### config.mk
export PLATFORM = sky130hd
export DESIGN_NAME = alarm_pulse_decoder_flat
export DESIGN_NICKNAME = d
export VERILOG_FILES = /design/src/rtl/alarm_pulse_decoder_if.sv /design/src/rtl/alarm_pulse_decoder.sv /design/src/flat_wrapper.sv
export SDC_FILE = /design/constraint.sdc
export NUM_CORES = 1
export LEC_CHECK = 0
export ABC_CLOCK_PERIOD_IN_PS = 3300
export BUFFER_PORTS_ARGS = -buffer_cell sky130_fd_sc_hd__buf_2
export CAP_MARGIN = 5
export CORE_UTILIZATION = 45
export CTS_CLUSTER_DIAMETER = 150
export CTS_CLUSTER_SIZE = 8
export DETAILED_ROUTE_END_ITERATION = 8
export PLACE_DENSITY = 0.66
export SLEW_MARGIN = 20
export SYNTH_ARGS = -nofsm -noshare
export SYNTH_HDL_FRONTEND = slang
export SYNTH_SLANG_ARGS = --single-unit
### constraint.sdc
create_clock -name clk -period 3.3 [get_ports clk]
set_input_delay 0.33 -clock clk [delete_from_list [all_inputs] [get_ports clk]]
set_output_delay 0.33 -clock clk [all_outputs]
set_load 0.02 [all_outputs]
### src/rtl/alarm_pulse_decoder_if.sv
// Alarm event handshake: decoder presents a zone code with valid; consumer acknowledges.
interface alarm_pulse_decoder_if;
  logic       evt_valid;
  logic [1:0] evt_zone;
  logic       evt_ack;

  modport master (
    output evt_valid,
    output evt_zone,
    input  evt_ack
  );

  modport slave (
    input  evt_valid,
    input  evt_zone,
    output evt_ack
  );
endinterface

### src/rtl/alarm_pulse_decoder.sv
// Checks buzzer pulses for single-zone, nominal-length shape and reports accepted alarms as
// zone events with saturating per-zone counts.
module alarm_pulse_decoder #(
  parameter int unsigned PULSE_LEN = 31,
  parameter int unsigned TOL       = 1,
  parameter int unsigned LEN_W     = 6,
  parameter int unsigned CNT_W     = 8
) (
  input  logic                   clk,
  input  logic                   rst_n,
  input  logic [2:0]             buzzer_in,
  input  logic                   clr_counts,
  alarm_pulse_decoder_if.master  evt_if,
  output logic                   len_err,
  output logic                   multi_err,
  output logic                   overrun,
  output logic [CNT_W-1:0]       zone1_cnt,
  output logic [CNT_W-1:0]       zone2_cnt,
  output logic [CNT_W-1:0]       zone3_cnt
);

  localparam int unsigned LenMin = PULSE_LEN - TOL;
  localparam int unsigned LenMax = PULSE_LEN + TOL;

  typedef enum logic [1:0] {StIdle, StMeasure, StWaitLow} state_e;

  state_e           state_q, state_d;
  logic [2:0]       b_q;
  logic [2:0]       zbit_q, zbit_d;
  logic [LEN_W-1:0] len_q, len_d;
  logic             len_err_q, len_err_d;
  logic             multi_err_q, multi_err_d;
  logic             evt_valid_q, evt_valid_d;
  logic [1:0]       evt_zone_q, evt_zone_d;
  logic             overrun_q, overrun_d;
  logic [CNT_W-1:0] cnt_q [3];
  logic [CNT_W-1:0] cnt_d [3];

  logic       accept;
  logic       in_tol;
  logic [1:0] zone_code;

  assign in_tol = (32'(len_q) >= LenMin) && (32'(len_q) <= LenMax);

  always_comb begin
    zone_code = 2'd0;
    unique case (zbit_q)
      3'b001:  zone_code = 2'd1;
      3'b010:  zone_code = 2'd2;
      3'b100:  zone_code = 2'd3;
      default: zone_code = 2'd0;
    endcase
  end

  // Pulse-shape FSM; operates on the registered buzzer lines.
  always_comb begin
    state_d     = state_q;
    zbit_d      = zbit_q;
    len_d       = len_q;
    len_err_d   = 1'b0;
    multi_err_d = 1'b0;
    accept      = 1'b0;
    unique case (state_q)
      StIdle: begin
        if (b_q != 3'b000) begin
          if ($onehot(b_q)) begin
            zbit_d  = b_q;
            len_d   = LEN_W'(1);
            state_d = StMeasure;
          end else begin
            multi_err_d = 1'b1;
            state_d     = StWaitLow;
          end
        end
      end
      StMeasure: begin
        if (b_q == zbit_q) begin
          if (len_q != '1) len_d = len_q + LEN_W'(1);
        end else if (b_q == 3'b000) begin
          state_d = StIdle;
          len_d   = '0;
          if (in_tol) accept    = 1'b1;
          else        len_err_d = 1'b1;
        end else begin
          multi_err_d = 1'b1;
          len_d       = '0;
          state_d     = StWaitLow;
        end
      end
      StWaitLow: begin
        if (b_q == 3'b000) state_d = StIdle;
      end
      default: state_d = StIdle;
    endcase
  end

  // A new accept overrides a same-cycle ack; an accept while still pending is lost.
  always_comb begin
    evt_valid_d = evt_valid_q;
    evt_zone_d  = evt_zone_q;
    overrun_d   = overrun_q;
    if (accept) begin
      if (!evt_valid_q || evt_if.evt_ack) begin
        evt_valid_d = 1'b1;
        evt_zone_d  = zone_code;
      end else begin
        overrun_d = 1'b1;
      end
    end else if (evt_if.evt_ack && evt_valid_q) begin
      evt_valid_d = 1'b0;
      evt_zone_d  = 2'd0;
    end
  end

  always_comb begin
    for (int i = 0; i < 3; i++) begin
      cnt_d[i] = cnt_q[i];
      if (clr_counts) begin
        cnt_d[i] = '0;
      end else if (accept && zbit_q[i] && (cnt_q[i] != '1)) begin
        cnt_d[i] = cnt_q[i] + CNT_W'(1);
      end
    end
  end

  always_ff @(posedge clk or negedge rst_n) begin
    if (!rst_n) begin
      state_q     <= StIdle;
      b_q         <= 3'b000;
      zbit_q      <= 3'b000;
      len_q       <= '0;
      len_err_q   <= 1'b0;
      multi_err_q <= 1'b0;
      evt_valid_q <= 1'b0;
      evt_zone_q  <= 2'd0;
      overrun_q   <= 1'b0;
      for (int i = 0; i < 3; i++) cnt_q[i] <= '0;
    end else begin
      state_q     <= state_d;
      b_q         <= buzzer_in;
      zbit_q      <= zbit_d;
      len_q       <= len_d;
      len_err_q   <= len_err_d;
      multi_err_q <= multi_err_d;
      evt_valid_q <= evt_valid_d;
      evt_zone_q  <= evt_zone_d;
      overrun_q   <= overrun_d;
      for (int i = 0; i < 3; i++) cnt_q[i] <= cnt_d[i];
    end
  end

  assign evt_if.evt_valid = evt_valid_q;
  assign evt_if.evt_zone  = evt_zone_q;
  assign len_err          = len_err_q;
  assign multi_err        = multi_err_q;
  assign overrun          = overrun_q;
  assign zone1_cnt        = cnt_q[0];
  assign zone2_cnt        = cnt_q[1];
  assign zone3_cnt        = cnt_q[2];

endmodule

### src/flat_wrapper.sv
// flat-port wrapper written by rule: the top's interface ports become plain ports
module alarm_pulse_decoder_flat 
#(
  parameter int unsigned PULSE_LEN = 31,
  parameter int unsigned TOL       = 1,
  parameter int unsigned LEN_W     = 6,
  parameter int unsigned CNT_W     = 8
)
  (clk, rst_n, buzzer_in, clr_counts, len_err, multi_err, overrun, zone1_cnt, zone2_cnt, zone3_cnt, evt_if_evt_valid, evt_if_evt_zone, evt_if_evt_ack);
  alarm_pulse_decoder_if evt_if_i ();
  input  logic clk;
  input  logic rst_n;
  input  logic [2:0] buzzer_in;
  input  logic clr_counts;
  output logic len_err;
  output logic multi_err;
  output logic overrun;
  output logic [CNT_W-1:0] zone1_cnt;
  output logic [CNT_W-1:0] zone2_cnt;
  output logic [CNT_W-1:0] zone3_cnt;
  output wire logic [$bits(evt_if_i.evt_valid)-1:0] evt_if_evt_valid;
  output wire logic [$bits(evt_if_i.evt_zone)-1:0] evt_if_evt_zone;
  input wire logic [$bits(evt_if_i.evt_ack)-1:0] evt_if_evt_ack;
  assign evt_if_evt_valid = evt_if_i.evt_valid;
  assign evt_if_evt_zone = evt_if_i.evt_zone;
  assign evt_if_i.evt_ack = evt_if_evt_ack;
  alarm_pulse_decoder #(.PULSE_LEN(PULSE_LEN), .TOL(TOL), .LEN_W(LEN_W), .CNT_W(CNT_W)) u_core (.clk(clk), .rst_n(rst_n), .buzzer_in(buzzer_in), .clr_counts(clr_counts), .evt_if(evt_if_i), .len_err(len_err), .multi_err(multi_err), .overrun(overrun), .zone1_cnt(zone1_cnt), .zone2_cnt(zone2_cnt), .zone3_cnt(zone3_cnt));
endmodule
=== Yosys cells after proc, flatten, opt, wreduce, memory -nomap -nowiden ===
Index checks and enable logic that the tools add are counted.

* $add $sub $neg: 6
* Magnitude comparators: 2
* Eq/ne operators: 17
* Muxes and demuxes: 37
* Bitwise operators: 1
* Reductions and logical operators: 23

{| class="wikitable"
|+ Operators by type and width
! kind !! count
|-
| 2-to-1 mux 8 bit || 6
|-
| adder 8 x 1 -> 8 bit, second input constant || 3
|-
| 2-to-1 mux 6 bit || 4
|-
| inequality test 8 bit, second input constant || 3
|-
| 2-to-1 mux 2 bit || 8
|-
| 2-to-1 mux 1 bit || 15
|-
| one-hot mux 2 bit (3 select lines) || 2
|-
| one-hot mux 6 bit (2 select lines) || 1
|-
| nonzero test 2 bit || 5
|-
| logical AND 1 bit || 8
|-
| adder 6 x 1 -> 6 bit, second input constant || 1
|-
| greater-or-equal comparator 6 x 5 -> 1 bit, second input constant || 1
|-
| <= comparator 6 bit, second input constant || 1
|-
| inequality test 2 x 1 -> 1 bit, second input constant || 3
|-
| inequality test 6 bit, second input constant || 1
|-
| AND reduction 3 bit || 2
|-
| == test 2 x 1 -> 1 bit, second input constant || 2
|-
| inequality test 2 bit, second input constant || 2
|-
| AND reduction 2 bit || 2
|-
| AND reduction 4 bit || 1
|-
| == test 3 x 1 -> 1 bit, second input constant || 1
|-
| == test 3 x 2 -> 1 bit, second input constant || 1
|-
| == test 3 bit || 1
|-
| == test 3 bit, second input constant || 1
|-
| 11 further kinds || 11
|}

* Flip-flop bits (word level): 44
* Input bits: 7
* Output and inout bits: 30
* Word-level logic and storage cells: 98

=== Logic depth before layout (Yosys ltp) ===
Gate-level depths: netlist of the first run.

* Depth in word-level cells: 10
* Mapped depth: 9
* Depth with buffers taken out: 7

=== Least setup slack after synthesis of the first run ===
Ideal clock, no wire load.

* Path kind: reg2reg
* Start point: register u_core.b_q[0]
* End point: register u_core.cnt_q, in the netlist u_core.zone3_cnt[6]
* Setup time: 127 ps
* Data arrival time: 1972 ps
* Required time: 3173 ps
* Slack: 1201 ps
* Stages on the path, launching flop included: 6
* Path buffers: 0
* Period minus slack after synthesis: 2099 ps
* Cell sequence: dfrtp_1 -> or3_1 -> a311o_1 -> nor3_2 -> nand4_1 -> mux2_1

* Longest elaborated chain between the ends: 7
* Elaborated cells between the ends (all ways): 8
* Those cells by class: eq/ne: 1; mux: 3; reduce/logical: 4

{| class="wikitable"
|+ Ends and longest elaborated chain
! item !! RTL line !! text
|-
| from (decl) || alarm_pulse_decoder.sv:28 || <nowiki>logic [2:0] b_q;</nowiki>
|-
| from (signal assigned) || alarm_pulse_decoder.sv:140 || <nowiki>b_q <= buzzer_in;</nowiki>
|-
| zero test 3 bit || alarm_pulse_decoder.sv:79 || <nowiki>end else if (b_q == 3'b000) begin</nowiki>
|-
| 2-to-1 mux 1 bit || alarm_pulse_decoder.sv:79 ||
|-
| 2-to-1 mux 1 bit * || alarm_pulse_decoder.sv:77 || <nowiki>if (b_q == zbit_q) begin</nowiki>
|-
| 2-to-1 mux 1 bit * || alarm_pulse_decoder.sv:63 || <nowiki>unique case (state_q)</nowiki>
|-
| logical AND 1 bit * (2 in series) || alarm_pulse_decoder.sv:120 || <nowiki>end else if (accept && zbit_q[i] && (cnt_q[i] != '1)) begin</nowiki>
|-
| nonzero test 2 bit (no source line) * || n/a ||
|-
| to (decl) || alarm_pulse_decoder.sv:36 || <nowiki>logic [CNT_W-1:0] cnt_q [3];</nowiki>
|}

Every way passes the cells marked *; elsewhere a longest branch is shown, timed or not.
A chain may end at the register's enable or synchronous reset.

=== Final worst setup path of the first run ===
* Start point: register u_core.len_q[0]
* End point: register u_core.cnt_q, in the netlist u_core.zone3_cnt[6]

* Longest elaborated chain between the ends: 9
* Elaborated cells between the ends (all ways): 10
* Those cells by class: order compare: 2; mux: 4; reduce/logical: 4

{| class="wikitable"
|+ Ends and longest elaborated chain
! item !! RTL line !! text
|-
| from (decl) || alarm_pulse_decoder.sv:30 || <nowiki>logic [LEN_W-1:0] len_q, len_d;</nowiki>
|-
| from (signal assigned) || alarm_pulse_decoder.sv:142 || <nowiki>len_q <= len_d;</nowiki>
|-
| greater-or-equal comparator 6 x 5 -> 1 bit / <= comparator 6 bit (equally long branches) || alarm_pulse_decoder.sv:43 || <nowiki>assign in_tol = (32'(len_q) >= LenMin) && (32'(len_q) <= LenMax);</nowiki>
|-
| logical AND 1 bit * || alarm_pulse_decoder.sv:43 ||
|-
| 2-to-1 mux 1 bit * || alarm_pulse_decoder.sv:82 || <nowiki>if (in_tol) accept = 1'b1;</nowiki>
|-
| 2-to-1 mux 1 bit * || alarm_pulse_decoder.sv:79 ||
|-
| 2-to-1 mux 1 bit * || alarm_pulse_decoder.sv:77 ||
|-
| 2-to-1 mux 1 bit * || alarm_pulse_decoder.sv:63 ||
|-
| logical AND 1 bit * (2 in series) || alarm_pulse_decoder.sv:120 ||
|-
| nonzero test 2 bit (no source line) * || n/a ||
|}

Marked as above.

==> flow_metrics.tcl, run 1 <==
set metrics [dict create \
    hpwl_um 3290 \
    cp_cell_sequence "inv_1, ha_1, o211ai_1, o2bb2a_1, nor3_2, nand4_1, mux2_1" \
    period_share_pct 73.5 \
    p_sw_share_pct 30.6 \
    synthSimpleGateAreaFrac_pct 26.3 \
    syn_nets 259 \
    via_per_inst 5.45 \
    drtIter0Drc 90 \
    max_freq_mhz 412 \
    synth_edf_count 0 \
    placed_cells 344 \
    setup_tns_ps 0 \
    ioPinCount 37 \
    setup_ws_ps 874 \
    power.leakage_uw 0.00119 \
    die_h_um 75.0 \
    worstRegToRegCells 7 \
    end_kind "flip-flop" \
    n_antenna_cell 0 \
    power_frac_seq_pct 49.9 \
    start_kind "flip-flop" \
    slew_violations 0 \
    ys_seq_area_share_pct 46.0 \
    peakVddDrop_mv 0.288 \
    synthMuxAreaShare_pct 2.56 \
    final-instance-count-excl-fill 352 \
    yosys_most_used_dff "dfrtp_1" \
    cts_hold_buf 0 \
    multi_input_area_um2 1200 \
    antenna_found_initial 0 \
    dp_slack_ps 875 \
    relSlewSlack_pct 38.9 \
    worst_slew_pin_slew_ps 916 \
    critPathKind "reg -> reg" \
    vias 1918 \
    hold_ws_ps 16.2 \
    cts_setup_buffers 0 \
    grt-ovfl-total 0 \
    clock-sinks 44 \
    gp_congestion 0.797 \
    synth_area_um2 2390 \
    avgSynthCellArea_um2 9.73 \
    async_flop_share_pct 100 \
    crit_path_top_delay_cell "o2bb2a_1" \
    p_switching_uw 386 \
    synth_fa_ha_area_share_pct 3.45 \
    initial_utilization_pct 46.9 \
    cp_num_buf_inv 1 \
    skew_ps 5.17 \
    p_comb_share_pct 16.4 \
    htree_num_levels 2 \
    rsz0062_at_grt "false" \
    worstPathArrival_ps 2610 \
    rr_startpoint "u_core.len_q[0]" \
    synth_compound_area_share_pct 9.61 \
    core.rowCount 26 \
    cts_tree "yes" \
    wirelength_um 4790 \
    regToRegSetupSlack_ps 870 \
    synth_cells 246 \
    cts_resized 0 \
    p_int_uw 877 \
    dieArea_um2 5620 \
    cts.reportedPaths.clkPinSlew_ps 90 \
    routedWlPerCell_um 13.6 \
    core_um2 5110 \
    area_growth_pct 14.2 \
    numCtsBuffers 5 \
    place_area_um2 2620 \
    final_cell_area_um2 2740 \
    worstSetupPathDepth 7 \
    clockBufferDepth 2 \
    grt_max_degree 45 \
    synth_top_family_by_area "simple AND/OR/NAND/NOR gates" \
    grt_use_total_pct 19.2 \
    ys_warn_count 0 \
    fill_cells 478 \
    grt_pass1_wl_um 8120 \
    worstHoldPathType "in -> async" \
    powerDensity_nw_per_um2 462 \
    final_nets 294 \
    status "finished, final reports clean" \
    clock_power_share_pct 33.7 \
    antenna_left 0 \
    cp_top_family "compound AO/OA/AOI/OAI gates" \
    max_stage_delay_ps 610 \
    first_pass_iters 5 \
    period_needed_ps 2430 \
    finalHoldViolCount 0 \
    drc 0 \
    ys_ff_latch 44 \
    io_buffers 36 \
    critPathMaxFanout 20 \
    cap_viol_max_count 0 \
    critPathRequiredTime_ps 3480 \
    finalSetupViolCount 0 \
    cts_root_buf "clkbuf_8" \
    ys_types 45 \
    clkLatencyLatePin_ps 300 \
    r2r_end "u_core.zone3_cnt[6]" \
    drive_gt1_share_pct 20.6 \
    dieWidth_um 75.0 \
    synthXorXnorAreaFrac_pct 8.05 \
    grt_pass1_vias 1714 \
    seq_area_um2 1100 \
]
placed cells by master (no fill, tap or decap), drive strengths merged, types with 7 or more instances in the layout:
master,n
dfrtp,44
nor2,43
buf,37
xnor2,22
nand3,14
inv,13
nor4,13
nand2,11
o21ai,8
nor3,8
nand4,7
synth_stat cells, types with 2 or more instances:
library cell  instances  area (um2)
inv_1                12        45.0
nand3_1              14        70.1
a32oi_1               2        17.5
nand2_1              11        41.3
mux2i_1               5        50.1
a21oi_1               5        25.0
ha_1                  5        62.6
nor2_1               42         158
nor3_1                5        25.0
xnor2_1              22         193
and4_1                2        17.5
nor3_2                3        30.0
o22a_1                2        17.5
a21o_1                3        22.5
buf_2                 3        15.0
a31oi_1               2        12.5
nand2b_1              3        18.8
a41o_1                2        20.0
buf_6                 2        22.5
nor4_2                8         100
nor4_1                5        31.3
nand4_1               7        43.8
dfrtp_1              44        1100
o21ai_0               8        40.0
nor2b_1               4        25.0
and3_1                4        25.0
clkbuf_1              3        11.3
power groups by stage:
stage / Clock, uW / Combinational (uW) / Sequential [uW]
after global routing: 456 / 236 / 637
final: 426 / 207 / 630
after detailed placement: 0 / 207 / 640
after floorplan: 0 / 171 / 622
after global placement: 0 / 205 / 638
after CTS: 439 / 208 / 630
layout make-up:
cell class,count,share of cell area [%]
Clock buffer,5,2.52
Sequential cell,44,40.3
Clock inverter,3,1.69
Multi-Input combinational cell,181,43.7
Tap cell,70,3.20
Inverter,12,1.65
Timing Repair Buffer,37,6.95
cells by family (layout without fill, tap and decap cells):
family / Yosys count / count (layout)
compound gates: 33 / 33
xor+xnor: 22 / 22
fa+ha+maj: 6 / 6
buf+inv: 21 / 57
flops: 44 / 44
mux: 6 / 6
simple gates: 114 / 114
how the worst max path moves through the flow:
stage                         start                   to
global route        u_core.len_q[0]  u_core.zone3_cnt[6]
CTS                 u_core.len_q[0]  u_core.zone3_cnt[6]
floorplan             u_core.b_q[0]  u_core.zone3_cnt[6]
global placement    u_core.len_q[0]  u_core.zone3_cnt[6]
detailed placement  u_core.len_q[0]  u_core.zone3_cnt[6]
finish              u_core.len_q[0]  u_core.zone3_cnt[6]
per-stage QoR:
| step | util [%] | power, uW |
|---|---|---|
| 2_1_floorplan | - | 792 |
| 3_3_place_gp | 51.2 | 843 |
| 3_5_place_dp | 51.2 | 847 |
| 4_1_cts | 53.5 | 1280 |
| 5_1_grt | 53.6 | 1330 |
| 6_report | 53.6 | 1260 |
per-layer routing:
layer / part of all wire (%) / up-vias / track usage (%)
met5: 0 / - / 0
met4: 1.5 / 0 / 6.71
met3: 2.6 / 6 / 4.15
met2: 47 / 34 / 30.3
met1: 49 / 941 / 26.2
li1: - / 937 / -
sequential cells by signal (all words and copies together), names as in the netlist:
signal	count
u_core.evt_if.evt_zone	2
u_core.b_q	3
u_core.zone1_cnt	8
u_core.state_q	2
u_core.len_err	1
u_core.zone2_cnt	8
u_core.evt_if.evt_valid	1
u_core.multi_err	1
u_core.overrun	1
u_core.zone3_cnt	8
u_core.zbit_q	3
u_core.len_q	6
No activity file was read; power rests on OpenSTA's default activity.
==> run 2: changes to the inputs <==
Settings changed: ABC_CLOCK_PERIOD_IN_PS 3300 to 2400.
Clock period 3.3 ns to 2.4 ns, I/O delays scaled along.
==> run 2 against run 1 <==
  * Via count unchanged
  * First-iteration DRC count decreased by 21%
  * Maximum frequency increased by 9.8%
  * Combinational power increased by 56%
  * Sequential power increased by 36%
  * Routed wire length increased by 2.1%
  * Setup slack got worse by 680 ps
  * Worst hold slack improved by 49 ps
  * Clock skew increased by 1.3 ps
  * Core utilization increased by 0.73 points
==> flow_metrics.tcl, run 2 (synthesized netlist as in run 1, its figures left out) <==
set metrics [dict create \
    rsz0062_at_grt "false" \
    dieWidth_um 75.0 \
    numCtsBuffers 5 \
    hpwl_um 3470 \
    mostFrequentLayoutCells "dfrtp_1, nor2_1, buf_2, xnor2_1, nand3_1" \
    n_antenna_cell 0 \
    antenna_left 0 \
    drtIter0Drc 71 \
    final_util_pct 54.3 \
    drive_gt1_share_pct 22.4 \
    io_buffers 36 \
    ioPinCount 37 \
    die_h_um 75.0 \
    clkLatencyLatePin_ps 290 \
    cts_tree "yes" \
    power.leakage_uw 0.00122 \
    regToRegSetupSlack_ps 190 \
    critPathMaxFanout 20 \
    final_nets 302 \
    period_share_pct 92.0 \
    grt_pass1_vias 1755 \
    grt_pass1_wl_um 8070 \
    start_kind "flip-flop" \
    end_kind "flip-flop" \
    period_needed_ps 2210 \
    cts.reportedPaths.clkPinSlew_ps 80 \
    slew_violations 0 \
    grt_use_total_pct 18.9 \
    critPathKind "reg -> reg" \
    cts_hold_buf 1 \
    area_growth_pct 15.8 \
    cts_resized 0 \
    via_per_inst 5.33 \
    antenna_found_initial 0 \
    initial_utilization_pct 46.9 \
    clockBufferDepth 2 \
    mostFrequentLayoutCell "dfrtp_1" \
    worstHoldPathType "in -> reg" \
    cp_cell_sequence "or3_1, a311o_1, buf_4, nor4_2, a31o_2, a21oi_1" \
    skew_ps 6.50 \
    relSlewSlack_pct 64.4 \
    critPathRequiredTime_ps 2560 \
    grt_max_degree 33 \
    htree_num_levels 2 \
    grt-ovfl-total 0 \
    core_um2 5110 \
    finalHoldViolCount 0 \
    cts_root_buf "clkbuf_8" \
    powerDensity_nw_per_um2 596 \
    gp_congestion 0.767 \
    dieArea_um2 5620 \
    finalSetupViolCount 0 \
    fill_cells 464 \
    worstPathArrival_ps 2370 \
    crit_path_top_delay_cell "dfrtp_1" \
    clock-sinks 44 \
    wirelength_um 4890 \
    drc 0 \
    cp_num_buf_inv 1 \
    finalPower_uw 1650 \
    cts_setup_buffers 0 \
    vias 1918 \
    core.rowCount 26 \
    status "finished, final reports clean" \
    setup_tns_ps 0 \
    max_freq_mhz 453 \
    peakVddDrop_mv 0.479 \
    worst_slew_pin_slew_ps 529 \
    first_pass_iters 4 \
    routedWlPerCell_um 13.6 \
    max_stage_delay_ps 440 \
    cap_viol_max_count 0 \
    cp_top_family "simple AND/OR/NAND/NOR gates" \
]
## run 2: final timing paths
check / start / end / cells after the start
max: u_core.b_q[1] / u_core.zone3_cnt[5] / 6
min: buzzer_in[0] / u_core.b_q[0] / 1
max reg2reg: u_core.b_q[1] / u_core.zone3_cnt[5] / 6
min reg2reg: u_core.overrun / u_core.overrun / 1
max in group asynchronous: rst_n / u_core.overrun / 3
min in group asynchronous: rst_n / u_core.len_q[5] / 2
## run 2: metrics by stage
step	std cells	cell area, um2	setup slack, ps	hold WS (ps)
2_1_floorplan	246	2390	301	-55.6
4_1_cts	360	2770	189	60.0
5_1_grt	360	2770	3.54	46.4
3_5_place_dp	351	2670	192	150
3_3_place_gp	351	2670	228	146
6_report	360	2770	191	65.1
## run 2: where the power goes
part | internal (uW) | switching, uW
clock | 230 | 247
sequential | 786 | 69.5
combinational | 122 | 200
total | 1140 | 516
## run 2: layer usage
metal,track usage [%],part of all wire [%]
met4,5.03,1.1
met2,31.0,48
met3,3.61,2.1
met1,25.9,49
met5,0,0
## run 2: layout make-up
type	instances	area (um2)	share of cell area [%]
Inverter	12	45.0	1.62
Timing Repair Buffer	45	250	9.03
Tap cell	70	87.6	3.16
Sequential cell	44	1100	39.7
Clock inverter	2	10.0	0.361
Multi-Input combinational cell	181	1200	43.1
Clock buffer	6	82.6	2.98
